$ cat config.mk
export PLATFORM = sky130hd
export DESIGN_NAME = lc3b_microseq
export DESIGN_NICKNAME = d
export VERILOG_FILES = /design/src/rtl/lc3b_defs.sv /design/src/rtl/lc3b_cc_unit.sv /design/src/rtl/lc3b_microseq.sv
export SDC_FILE = /design/constraint.sdc
export NUM_CORES = 1
export LEC_CHECK = 0
export CAP_MARGIN = 20
export CORE_ASPECT_RATIO = 2
export CORE_UTILIZATION = 43
export DETAILED_ROUTE_END_ITERATION = 16
export GPL_TIMING_DRIVEN = 0
export PLACE_DENSITY = 0.82
export SLEW_MARGIN = 25
export SYNTH_ARGS = -nofsm -noshare
export SYNTH_HDL_FRONTEND = slang
export SYNTH_SLANG_ARGS = --single-unit
$ cat constraint.sdc
create_clock -name clk_50 -period 1.9 [get_ports clk_50]
set_input_delay 0.38 -clock clk_50 [delete_from_list [all_inputs] [get_ports clk_50]]
set_output_delay 0.38 -clock clk_50 [all_outputs]
set_load 0.02 [all_outputs]
$ cat src/rtl/lc3b_defs.sv
// lc3b_defs: shared definitions for the LC-3b microsequencer.
//   - state_e   : microsequencer state numbers (fetch, execute, memory, error)
//   - encodings : ALU function, PC mux and ADDR2 mux select values
//   - ctrl_t    : bundle of every datapath/memory control the sequencer drives
//   - helpers   : memory-state classification, memory exit state,
//                 reserved-opcode test and ctrl_t builders for shared states
package lc3b_defs;

  typedef enum logic [5:0] {
    S_BR        = 6'd0,
    S_ADD       = 6'd1,
    S_LDB       = 6'd2,
    S_STB       = 6'd3,
    S_JSR       = 6'd4,
    S_AND       = 6'd5,
    S_LDW       = 6'd6,
    S_STW       = 6'd7,
    S_XOR       = 6'd9,
    S_JMP       = 6'd12,
    S_SHF       = 6'd13,
    S_LEA       = 6'd14,
    S_TRAP      = 6'd15,
    S_STW_MEM   = 6'd16,
    S_STB_MEM   = 6'd17,
    S_FETCH0    = 6'd18,
    S_JSR_PC    = 6'd19,
    S_JSRR_LINK = 6'd20,
    S_JSR_LINK  = 6'd21,
    S_BR_TAKEN  = 6'd22,
    S_STW_MDR   = 6'd23,
    S_STB_MDR   = 6'd24,
    S_LDW_MEM   = 6'd25,
    S_LDW_WB    = 6'd27,
    S_TRAP_MEM  = 6'd28,
    S_LDB_MEM   = 6'd29,
    S_TRAP_PC   = 6'd30,
    S_LDB_WB    = 6'd31,
    S_DECODE    = 6'd32,
    S_FETCH1    = 6'd33,
    S_FETCH2    = 6'd35,
    S_ERR       = 6'd63
  } state_e;

  // Reserved opcodes that trap to the error state.
  localparam logic [3:0] OP_RSV8  = 4'd8;
  localparam logic [3:0] OP_RSV10 = 4'd10;
  localparam logic [3:0] OP_RSV11 = 4'd11;

  localparam logic [1:0] ALUK_ADD   = 2'd0;
  localparam logic [1:0] ALUK_AND   = 2'd1;
  localparam logic [1:0] ALUK_XOR   = 2'd2;
  localparam logic [1:0] ALUK_PASSA = 2'd3;

  localparam logic [1:0] PCMUX_PC2   = 2'd0;
  localparam logic [1:0] PCMUX_ADDER = 2'd1;
  localparam logic [1:0] PCMUX_BUS   = 2'd2;

  localparam logic [1:0] ADDR2_OFF11 = 2'd0;
  localparam logic [1:0] ADDR2_OFF9  = 2'd1;
  localparam logic [1:0] ADDR2_OFF6  = 2'd2;
  localparam logic [1:0] ADDR2_ZERO  = 2'd3;

  typedef struct packed {
    logic [1:0] pcmux;
    logic       addr1mux;
    logic [1:0] addr2mux;
    logic       sr2mux;
    logic       marmux;
    logic [1:0] aluk;
    logic [2:0] sr1;
    logic [2:0] sr2;
    logic [2:0] dr;
    logic       ldmar;
    logic       ldmdr;
    logic       ldpc;
    logic       ldir;
    logic       ldreg;
    logic       ldcc;
    logic       gatepc;
    logic       gatemdr;
    logic       gatealu;
    logic       gateshf;
    logic       gatemarmux;
    logic       mio_en;
    logic       rw;
    logic       datasize;
    logic       lshf;
  } ctrl_t;

  // Every control low: the value of all unlisted controls in every state.
  localparam ctrl_t CTRL_IDLE = '0;

  // States that drive mio_en and wait on memory ready.
  function automatic logic is_mem_state(input state_e s);
    logic res;
    case (s)
      S_FETCH1, S_LDB_MEM, S_LDW_MEM,
      S_STB_MEM, S_STW_MEM, S_TRAP_MEM: res = 1'b1;
      default:                          res = 1'b0;
    endcase
    return res;
  endfunction

  // Successor of a memory state once r is seen.
  function automatic state_e mem_exit_state(input state_e s);
    state_e res;
    case (s)
      S_FETCH1:   res = S_FETCH2;
      S_LDB_MEM:  res = S_LDB_WB;
      S_LDW_MEM:  res = S_LDW_WB;
      S_STB_MEM:  res = S_FETCH0;
      S_STW_MEM:  res = S_FETCH0;
      S_TRAP_MEM: res = S_TRAP_PC;
      default:    res = S_ERR;
    endcase
    return res;
  endfunction

  function automatic logic is_illegal_op(input logic [3:0] op);
    return (op == OP_RSV8) || (op == OP_RSV10) || (op == OP_RSV11);
  endfunction

  // Register-to-register ALU operation (ADD/AND/XOR), writing DR and CC.
  function automatic ctrl_t alu_ctrl(input logic [1:0] k, input logic [2:0] sr1,
                                     input logic [2:0] sr2, input logic [2:0] dr,
                                     input logic imm);
    ctrl_t c;
    c         = CTRL_IDLE;
    c.aluk    = k;
    c.sr1     = sr1;
    c.sr2     = sr2;
    c.dr      = dr;
    c.sr2mux  = imm;
    c.gatealu = 1'b1;
    c.ldreg   = 1'b1;
    c.ldcc    = 1'b1;
    return c;
  endfunction

  // MAR <- BaseR + off6 (shifted for word accesses), shared by loads/stores.
  function automatic ctrl_t addr_ctrl(input logic [2:0] base, input logic word);
    ctrl_t c;
    c            = CTRL_IDLE;
    c.sr1        = base;
    c.addr1mux   = 1'b1;
    c.addr2mux   = ADDR2_OFF6;
    c.lshf       = word;
    c.marmux     = 1'b1;
    c.gatemarmux = 1'b1;
    c.ldmar      = 1'b1;
    return c;
  endfunction

endpackage

$ cat src/rtl/lc3b_cc_unit.sv
// lc3b_cc_unit: LC-3b condition-code registers.
//   clk_50, reset : clock and synchronous active-high reset (resets to n=0 z=1 p=0)
//   ldcc          : load strobe; when high at a rising edge n/z/p follow bus
//   bus           : datapath bus, WORD_W bits, MSB is the sign
//   n, z, p       : registered condition codes, exactly one is high
module lc3b_cc_unit #(
  parameter int WORD_W = 16
) (
  input  logic              clk_50,
  input  logic              reset,
  input  logic              ldcc,
  input  logic [WORD_W-1:0] bus,
  output logic              n,
  output logic              z,
  output logic              p
);

  logic n_q, z_q, p_q;
  logic n_d, z_d, p_d;
  logic bus_zero_s;

  assign bus_zero_s = (bus == {WORD_W{1'b0}});

  // Next condition codes: classify the bus when loading, otherwise hold.
  always_comb begin
    n_d = n_q;
    z_d = z_q;
    p_d = p_q;
    if (ldcc) begin
      n_d = bus[WORD_W-1];
      z_d = bus_zero_s;
      p_d = ~bus[WORD_W-1] & ~bus_zero_s;
    end else begin
      n_d = n_q;
      z_d = z_q;
      p_d = p_q;
    end
  end

  // Condition-code registers.
  always_ff @(posedge clk_50) begin
    if (reset) begin
      n_q <= 1'b0;
      z_q <= 1'b1;
      p_q <= 1'b0;
    end else begin
      n_q <= n_d;
      z_q <= z_d;
      p_q <= p_d;
    end
  end

  assign n = n_q;
  assign z = z_q;
  assign p = p_q;

endmodule

$ cat src/rtl/lc3b_microseq.sv
// lc3b_microseq: LC-3b Moore microsequencer.
//   clk_50, reset      : clock, synchronous active-high reset (to fetch state 18)
//   r                  : memory ready, only looked at in memory states
//   ir, bus            : instruction register and datapath bus (WORD_W bits)
//   pcmux..lshf        : datapath mux selects, loads, bus gates and memory controls,
//                        all decoded from the current state (plus IR fields)
//   n, z, p, ben       : registered condition codes and branch enable
//   state_o            : current state number
//   mem_err/illegal_op : sticky error cause while parked in ERR (63)
// MEM_TIMEOUT must be >= 2 and 2**CNT_W must exceed it.
module lc3b_microseq
  import lc3b_defs::*;
#(
  parameter int WORD_W      = 16,
  parameter int MEM_TIMEOUT = 64,
  parameter int CNT_W       = 7
) (
  input  logic              clk_50,
  input  logic              reset,
  input  logic              r,
  input  logic [WORD_W-1:0] ir,
  input  logic [WORD_W-1:0] bus,
  output logic [1:0]        pcmux,
  output logic              addr1mux,
  output logic [1:0]        addr2mux,
  output logic              sr2mux,
  output logic              marmux,
  output logic [1:0]        aluk,
  output logic [2:0]        sr1,
  output logic [2:0]        sr2,
  output logic [2:0]        dr,
  output logic              ldmar,
  output logic              ldmdr,
  output logic              ldpc,
  output logic              ldir,
  output logic              ldreg,
  output logic              ldcc,
  output logic              gatepc,
  output logic              gatemdr,
  output logic              gatealu,
  output logic              gateshf,
  output logic              gatemarmux,
  output logic              mio_en,
  output logic              rw,
  output logic              datasize,
  output logic              lshf,
  output logic              n,
  output logic              z,
  output logic              p,
  output logic              ben,
  output logic [5:0]        state_o,
  output logic              mem_err,
  output logic              illegal_op
);

  state_e           state_q, state_d;
  logic [CNT_W-1:0] cnt_q, cnt_d;
  logic             ben_q, ben_d;
  logic             mem_err_q, mem_err_d;
  logic             illegal_op_q, illegal_op_d;
  ctrl_t            ctrl_s;

  logic [3:0] opcode_s;
  logic [2:0] dst_s, base_s, src2_s;
  logic       imm_s;
  logic       unused_ir_bits;

  assign opcode_s       = ir[15:12];
  assign dst_s          = ir[11:9];
  assign base_s         = ir[8:6];
  assign imm_s          = ir[5];
  assign src2_s         = ir[2:0];
  assign unused_ir_bits = ^ir[4:3];

  // State register plus wait counter, branch enable and error flags.
  always_ff @(posedge clk_50) begin
    if (reset) begin
      state_q      <= S_FETCH0;
      cnt_q        <= {CNT_W{1'b0}};
      ben_q        <= 1'b0;
      mem_err_q    <= 1'b0;
      illegal_op_q <= 1'b0;
    end else begin
      state_q      <= state_d;
      cnt_q        <= cnt_d;
      ben_q        <= ben_d;
      mem_err_q    <= mem_err_d;
      illegal_op_q <= illegal_op_d;
    end
  end

  // Next-state logic. The wait counter is zero whenever a memory state is
  // (re)entered because every path except "stay and wait" loads zero.
  always_comb begin
    state_d      = state_q;
    cnt_d        = {CNT_W{1'b0}};
    ben_d        = ben_q;
    mem_err_d    = mem_err_q;
    illegal_op_d = illegal_op_q;
    if (is_mem_state(state_q)) begin
      if (r) begin
        state_d = mem_exit_state(state_q);
      end else if (cnt_q == CNT_W'(MEM_TIMEOUT - 1)) begin
        state_d   = S_ERR;
        mem_err_d = 1'b1;
      end else begin
        cnt_d = cnt_q + CNT_W'(1);
      end
    end else begin
      case (state_q)
        S_FETCH0:  state_d = S_FETCH1;
        S_FETCH2:  state_d = S_DECODE;
        S_DECODE: begin
          ben_d = (ir[11] & n) | (ir[10] & z) | (ir[9] & p);
          if (is_illegal_op(opcode_s)) begin
            state_d      = S_ERR;
            illegal_op_d = 1'b1;
          end else begin
            // Execute state numbers equal the opcode.
            state_d = state_e'({2'b00, opcode_s});
          end
        end
        S_BR:        state_d = ben_q ? S_BR_TAKEN : S_FETCH0;
        S_JSR:       state_d = ir[11] ? S_JSR_LINK : S_JSRR_LINK;
        S_JSR_LINK,
        S_JSRR_LINK: state_d = S_JSR_PC;
        S_LDB:       state_d = S_LDB_MEM;
        S_LDW:       state_d = S_LDW_MEM;
        S_STB:       state_d = S_STB_MDR;
        S_STB_MDR:   state_d = S_STB_MEM;
        S_STW:       state_d = S_STW_MDR;
        S_STW_MDR:   state_d = S_STW_MEM;
        S_TRAP:      state_d = S_TRAP_MEM;
        S_ADD, S_AND, S_XOR, S_JMP, S_SHF, S_LEA, S_BR_TAKEN,
        S_JSR_PC, S_LDB_WB, S_LDW_WB, S_TRAP_PC:
                     state_d = S_FETCH0;
        S_ERR:       state_d = S_ERR;
        default:     state_d = S_ERR;
      endcase
    end
  end

  // Output decode: one control word per state, everything else idle.
  always_comb begin
    ctrl_s = CTRL_IDLE;
    case (state_q)
      S_FETCH0: begin
        ctrl_s.gatepc = 1'b1;
        ctrl_s.ldmar  = 1'b1;
        ctrl_s.ldpc   = 1'b1;
        ctrl_s.pcmux  = PCMUX_PC2;
      end
      S_FETCH1: begin
        ctrl_s.mio_en = 1'b1;
        ctrl_s.ldmdr  = 1'b1;
      end
      S_FETCH2: begin
        ctrl_s.gatemdr = 1'b1;
        ctrl_s.ldir    = 1'b1;
      end
      S_BR_TAKEN: begin
        ctrl_s.pcmux    = PCMUX_ADDER;
        ctrl_s.addr1mux = 1'b0;
        ctrl_s.addr2mux = ADDR2_OFF9;
        ctrl_s.ldpc     = 1'b1;
      end
      S_ADD: ctrl_s = alu_ctrl(ALUK_ADD, base_s, src2_s, dst_s, imm_s);
      S_AND: ctrl_s = alu_ctrl(ALUK_AND, base_s, src2_s, dst_s, imm_s);
      S_XOR: ctrl_s = alu_ctrl(ALUK_XOR, base_s, src2_s, dst_s, imm_s);
      S_JMP: begin
        ctrl_s.sr1     = base_s;
        ctrl_s.aluk    = ALUK_PASSA;
        ctrl_s.gatealu = 1'b1;
        ctrl_s.pcmux   = PCMUX_BUS;
        ctrl_s.ldpc    = 1'b1;
      end
      S_JSR_LINK, S_JSRR_LINK: begin
        ctrl_s.gatepc = 1'b1;
        ctrl_s.dr     = 3'd7;
        ctrl_s.ldreg  = 1'b1;
      end
      S_JSR_PC: begin
        ctrl_s.pcmux = PCMUX_ADDER;
        ctrl_s.ldpc  = 1'b1;
        // IR is stable for the whole instruction, so ir[11] still tells JSR from JSRR.
        if (ir[11]) begin
          ctrl_s.addr1mux = 1'b0;
          ctrl_s.addr2mux = ADDR2_OFF11;
        end else begin
          ctrl_s.addr1mux = 1'b1;
          ctrl_s.addr2mux = ADDR2_ZERO;
          ctrl_s.sr1      = base_s;
        end
      end
      S_SHF: begin
        ctrl_s.gateshf = 1'b1;
        ctrl_s.sr1     = base_s;
        ctrl_s.dr      = dst_s;
        ctrl_s.ldreg   = 1'b1;
        ctrl_s.ldcc    = 1'b1;
      end
      S_LEA: begin
        ctrl_s.lshf       = 1'b1;
        ctrl_s.addr1mux   = 1'b0;
        ctrl_s.addr2mux   = ADDR2_OFF9;
        ctrl_s.marmux     = 1'b1;
        ctrl_s.gatemarmux = 1'b1;
        ctrl_s.dr         = dst_s;
        ctrl_s.ldreg      = 1'b1;
      end
      S_LDB, S_STB: ctrl_s = addr_ctrl(base_s, 1'b0);
      S_LDW, S_STW: ctrl_s = addr_ctrl(base_s, 1'b1);
      S_LDB_MEM, S_LDW_MEM: begin
        ctrl_s.mio_en   = 1'b1;
        ctrl_s.ldmdr    = 1'b1;
        ctrl_s.datasize = (state_q == S_LDW_MEM);
      end
      S_LDB_WB, S_LDW_WB: begin
        ctrl_s.gatemdr = 1'b1;
        ctrl_s.dr      = dst_s;
        ctrl_s.ldreg   = 1'b1;
        ctrl_s.ldcc    = 1'b1;
      end
      S_STB_MDR, S_STW_MDR: begin
        ctrl_s.sr1     = dst_s;
        ctrl_s.aluk    = ALUK_PASSA;
        ctrl_s.gatealu = 1'b1;
        ctrl_s.ldmdr   = 1'b1;
      end
      S_STB_MEM, S_STW_MEM: begin
        ctrl_s.mio_en   = 1'b1;
        ctrl_s.rw       = 1'b1;
        ctrl_s.datasize = (state_q == S_STW_MEM);
      end
      S_TRAP: begin
        ctrl_s.marmux     = 1'b0;
        ctrl_s.gatemarmux = 1'b1;
        ctrl_s.ldmar      = 1'b1;
      end
      S_TRAP_MEM: begin
        ctrl_s.mio_en = 1'b1;
        ctrl_s.ldmdr  = 1'b1;
        ctrl_s.gatepc = 1'b1;
        ctrl_s.dr     = 3'd7;
        ctrl_s.ldreg  = 1'b1;
      end
      S_TRAP_PC: begin
        ctrl_s.gatemdr = 1'b1;
        ctrl_s.pcmux   = PCMUX_BUS;
        ctrl_s.ldpc    = 1'b1;
      end
      default: ctrl_s = CTRL_IDLE;
    endcase
  end

  lc3b_cc_unit #(.WORD_W(WORD_W)) u_cc (
    .clk_50 (clk_50),
    .reset  (reset),
    .ldcc   (ctrl_s.ldcc),
    .bus    (bus),
    .n      (n),
    .z      (z),
    .p      (p)
  );

  assign pcmux      = ctrl_s.pcmux;
  assign addr1mux   = ctrl_s.addr1mux;
  assign addr2mux   = ctrl_s.addr2mux;
  assign sr2mux     = ctrl_s.sr2mux;
  assign marmux     = ctrl_s.marmux;
  assign aluk       = ctrl_s.aluk;
  assign sr1        = ctrl_s.sr1;
  assign sr2        = ctrl_s.sr2;
  assign dr         = ctrl_s.dr;
  assign ldmar      = ctrl_s.ldmar;
  assign ldmdr      = ctrl_s.ldmdr;
  assign ldpc       = ctrl_s.ldpc;
  assign ldir       = ctrl_s.ldir;
  assign ldreg      = ctrl_s.ldreg;
  assign ldcc       = ctrl_s.ldcc;
  assign gatepc     = ctrl_s.gatepc;
  assign gatemdr    = ctrl_s.gatemdr;
  assign gatealu    = ctrl_s.gatealu;
  assign gateshf    = ctrl_s.gateshf;
  assign gatemarmux = ctrl_s.gatemarmux;
  assign mio_en     = ctrl_s.mio_en;
  assign rw         = ctrl_s.rw;
  assign datasize   = ctrl_s.datasize;
  assign lshf       = ctrl_s.lshf;
  assign ben        = ben_q;
  assign state_o    = state_q;
  assign mem_err    = mem_err_q;
  assign illegal_op = illegal_op_q;

endmodule
==> impl_metrics.env <==
export IMPL_status="finished with violations"
export IMPL_violations="negative setup slack"
export IMPL_p_per_area_mw_per_mm2=1542
export IMPL_coreArea_sq_mm=0.004088
export IMPL_cp_startpoint="state_o[2]"
export IMPL_nets=416
export IMPL_drc_errors=0
export IMPL_required_ns=1.52
export IMPL_synthFlopType="dfxtp_1"
export IMPL_synth_most_common_cell="nor2_1"
export IMPL_antenna_found_initial=0
export IMPL_finalWorstSetupSlack_ns=-0.3210
export IMPL_multiInputGateArea_sq_mm=0.001650
export IMPL_dp_hpwl_um=5303
export IMPL_num_rows=33
export IMPL_p_clk_share_pct=4.9
export IMPL_vias=2708
export IMPL_routed_via_density=6.283
export IMPL_criticalPathCategory="flop to primary output"
export IMPL_final_cell_area_sq_mm=0.003623
export IMPL_area_delta_synth_final_pct=96.61
export IMPL_fmax_mhz=450.3
export IMPL_placed_cell_area_sq_mm=0.002713
export IMPL_seqPwrFrac_pct=11.2
export IMPL_clkSinkCount=19
export IMPL_first_global_vias=2402
export IMPL_min_path_type="flop to flop"
export IMPL_cts_clk_slew_worst_paths_ns=0.07
export IMPL_nFillCells=201
export IMPL_start_util_pct=45.09
export IMPL_placedCellCount=383
export IMPL_start_kind="flop"
export IMPL_io_buffers=77
export IMPL_period_needed_ns=2.221
export IMPL_r2r_setup_slack_ns=0
export IMPL_final_max_slew_viol_count=0
export IMPL_synth_cells=254
export IMPL_die_w_um=48.30
export IMPL_seq_area_sq_um=400.4
export IMPL_ys_ff_latch=19
export IMPL_yosysSeqAreaShare_pct=20.64
export IMPL_fin_cells=431
export IMPL_cts_inserted_buffers=3
export IMPL_hold_viol=0
export IMPL_netSwitchingFraction_pct=49.41
export IMPL_cts_tree="built"
export IMPL_synth_area_leader_cell="dfxtp_1"
export IMPL_synth_top_area_share_pct=20.64
export IMPL_io_pins=80
export IMPL_dieArea_sq_mm=0.004568
export IMPL_reg2regPathDepth=7
export IMPL_holdWs_ns=0.4539
export IMPL_finalSetupViolations=27
export IMPL_fin_skew_ns=0.002291
export IMPL_yosys_warnings=0
export IMPL_period_share_pct=116.9
export IMPL_synth_edf_count=0
export IMPL_place_congestion=0.9472
export IMPL_clockBufferDepth=2
export IMPL_crit_fanout=10
export IMPL_p_switching_mw=2.761
export IMPL_ir_worst_vdd_mv=1.123
export IMPL_async_flop_share_pct=0
export IMPL_clock_root_buffer="clkbuf_8"
export IMPL_total_power_mw=5.588
export IMPL_worst_slew_pin_transition_ns=0.6420
export IMPL_setup_worst_path_end_class="primary output"
export IMPL_clkLatencyLatePin_ns=0.25
export IMPL_grt_usage_pct=36.37
export IMPL_cts_max_level=1
export IMPL_cts_hold_buffers=0
export IMPL_diodes=0
export IMPL_fin_setup_tns_ns=-3.525
export IMPL_drive_above_1_share_pct=46.17
export IMPL_p_int_mw=2.827
export IMPL_synthTopCellsByArea="dfxtp_1 21%, nor2_1 6.3%, a21oi_1 4.9%"
export IMPL_synth_top_cells_by_count="31 x nor2_1, 21 x nand2_1, 19 x dfxtp_1, 18 x a21oi_1, 10 x buf_2"
export IMPL_rsz0062_at_grt="true"
export IMPL_cp_arrival_ns=1.84
export IMPL_grt_overflow=0
export IMPL_relSlewSlack_pct=56.10
export IMPL_endpoint="sr1[1]"
export IMPL_die_h_um=94.59
export IMPL_drtIter0Drc=161
export IMPL_wl_um=9708
export IMPL_synth_area_sq_mm=0.001843
export IMPL_worstReg2RegEnd="state_o[2]"
export IMPL_first_pass_iters=6
export IMPL_combinationalPowerShare_pct=83.8
export IMPL_maxCapViolCount=0
export IMPL_grt_max_degree=12
export IMPL_detail_route_antenna_nets=0
export IMPL_r2r_start="state_o[0]"
export IMPL_p_leak_nw=1.525
export IMPL_wire_per_inst_um=22.52
export IMPL_avgSynthCellArea_sq_um=7.256
export IMPL_syn_num_nets=290
export IMPL_grt_pass1_wl_um=12030
export IMPL_synth_cell_types=64
per-layer routing:
metal | wire length (um) | global-route usage (%)
met1 | 3215 | 39.18
met2 | 5042 | 59.22
met3 | 816 | 8.987
met4 | 633 | 22.22
met5 | 0 | 0
stage by stage:
stage / utilization (%) / setup slack [ns]
global placement: 66.36 / -0.7536
finish: 88.64 / -0.3210
CTS: 76.03 / -0.2152
global route: 88.64 / -0.3932
floorplan: - / -0.03243
detailed placement: 66.36 / -0.7834
critical path, stage by stage (launching register included):
cell and delay [ns]:
dfxtp_4 0.43, buf_6 0.22, a21oi_4 0.08, nor3_4 0.16
a31oi_1 0.06, nor2_1 0.25, a22o_1 0.24, buf_6 0.13
kinds of logic (layout without fill, tap and decap cells):
group                    after synthesis  count (layout)  synth area share [%]
flip-flops                            19              19                 20.64
AND/OR/NAND/NOR                      115             115                 34.08
adder cells (fa/ha/maj)                1               1                0.6788
AO/OA/AOI/OAI                         79              79                 31.09
multiplexers                           1               1                0.6110
XOR/XNOR                               9               9                 4.277
buffers and inverters                 30             155                 8.622
final cells by class:
cell class,count,area share (%)
inverter,11,1.416
buffer,18,6.388
timing repair buffer,122,32.53
multi-input combinational,205,45.55
tap,52,1.796
clock buffer,3,1.140
clock inverter,1,0.1381
sequential,19,11.05
how the worst min path moves through the flow:
stage | slack [ns] | end | cells past startpoint | from
finish | 0.45 | cnt_q[0] | 1 | cnt_q[0]
global placement | 0.43 | cnt_q[0] | 1 | cnt_q[0]
floorplan | 0.41 | cnt_q[0] | 1 | cnt_q[0]
CTS | 0.45 | cnt_q[0] | 1 | cnt_q[0]
detailed placement | 0.43 | cnt_q[0] | 1 | cnt_q[0]
global route | 0.47 | cnt_q[0] | 1 | cnt_q[0]
what timing repair did:
action                                  4_1_cts  5_1_grt
hold endpoints to repair                      0        0
endpoints found under the setup margin       33       35
setup buffers                                22       19
pin swaps                                    17       35
cloned                                        0        4
resized for setup                           231       79
sequential cells by signal, indices dropped and copies added (netlist names):
register    flops
ben             1
cnt_q           7
illegal_op      1
mem_err         1
state_o         6
u_cc.n          1
u_cc.p          1
u_cc.z          1
cells in the final DEF, fill, tap and decap left out, types with 3 or more instances in the layout:
| master | n |
|---|---|
| nor3_2 | 3 |
| clkbuf_16 | 4 |
| o22ai_1 | 3 |
| nand3_1 | 4 |
| a21oi_4 | 4 |
| o21ai_1 | 5 |
| nand2_2 | 3 |
| buf_2 | 3 |
| buf_6 | 28 |
| a21o_1 | 4 |
| nor2_2 | 3 |
| nand2b_1 | 4 |
| inv_1 | 7 |
| nor2_1 | 24 |
| clkbuf_8 | 3 |
| nor3b_2 | 3 |
| clkdlybuf4s50_1 | 43 |
| nand2_4 | 3 |
| xnor2_1 | 5 |
| a31oi_1 | 7 |
| nor2_4 | 6 |
| a22o_1 | 4 |
| nand2_1 | 16 |
| o21ai_0 | 3 |
| buf_8 | 8 |
| nor4_1 | 5 |
| dfxtp_4 | 5 |
| and2_1 | 4 |
| nand4_1 | 3 |
| and2_4 | 5 |
| a21oi_1 | 10 |
| nand3b_1 | 3 |
| o21a_1 | 5 |
| buf_4 | 49 |
| dfxtp_1 | 13 |
| o21ai_2 | 3 |
| a21oi_2 | 4 |
power by group through the flow:
stage,registers (mW),logic (mW),clock network (mW)
global placement,0.551,2.93,0
global route,0.629,4.88,0.298
CTS,0.584,3.57,0.281
detailed placement,0.552,2.94,0
floorplan,0.607,1.83,0
finish,0.628,4.68,0.276
(Power assumes the default switching activity.)
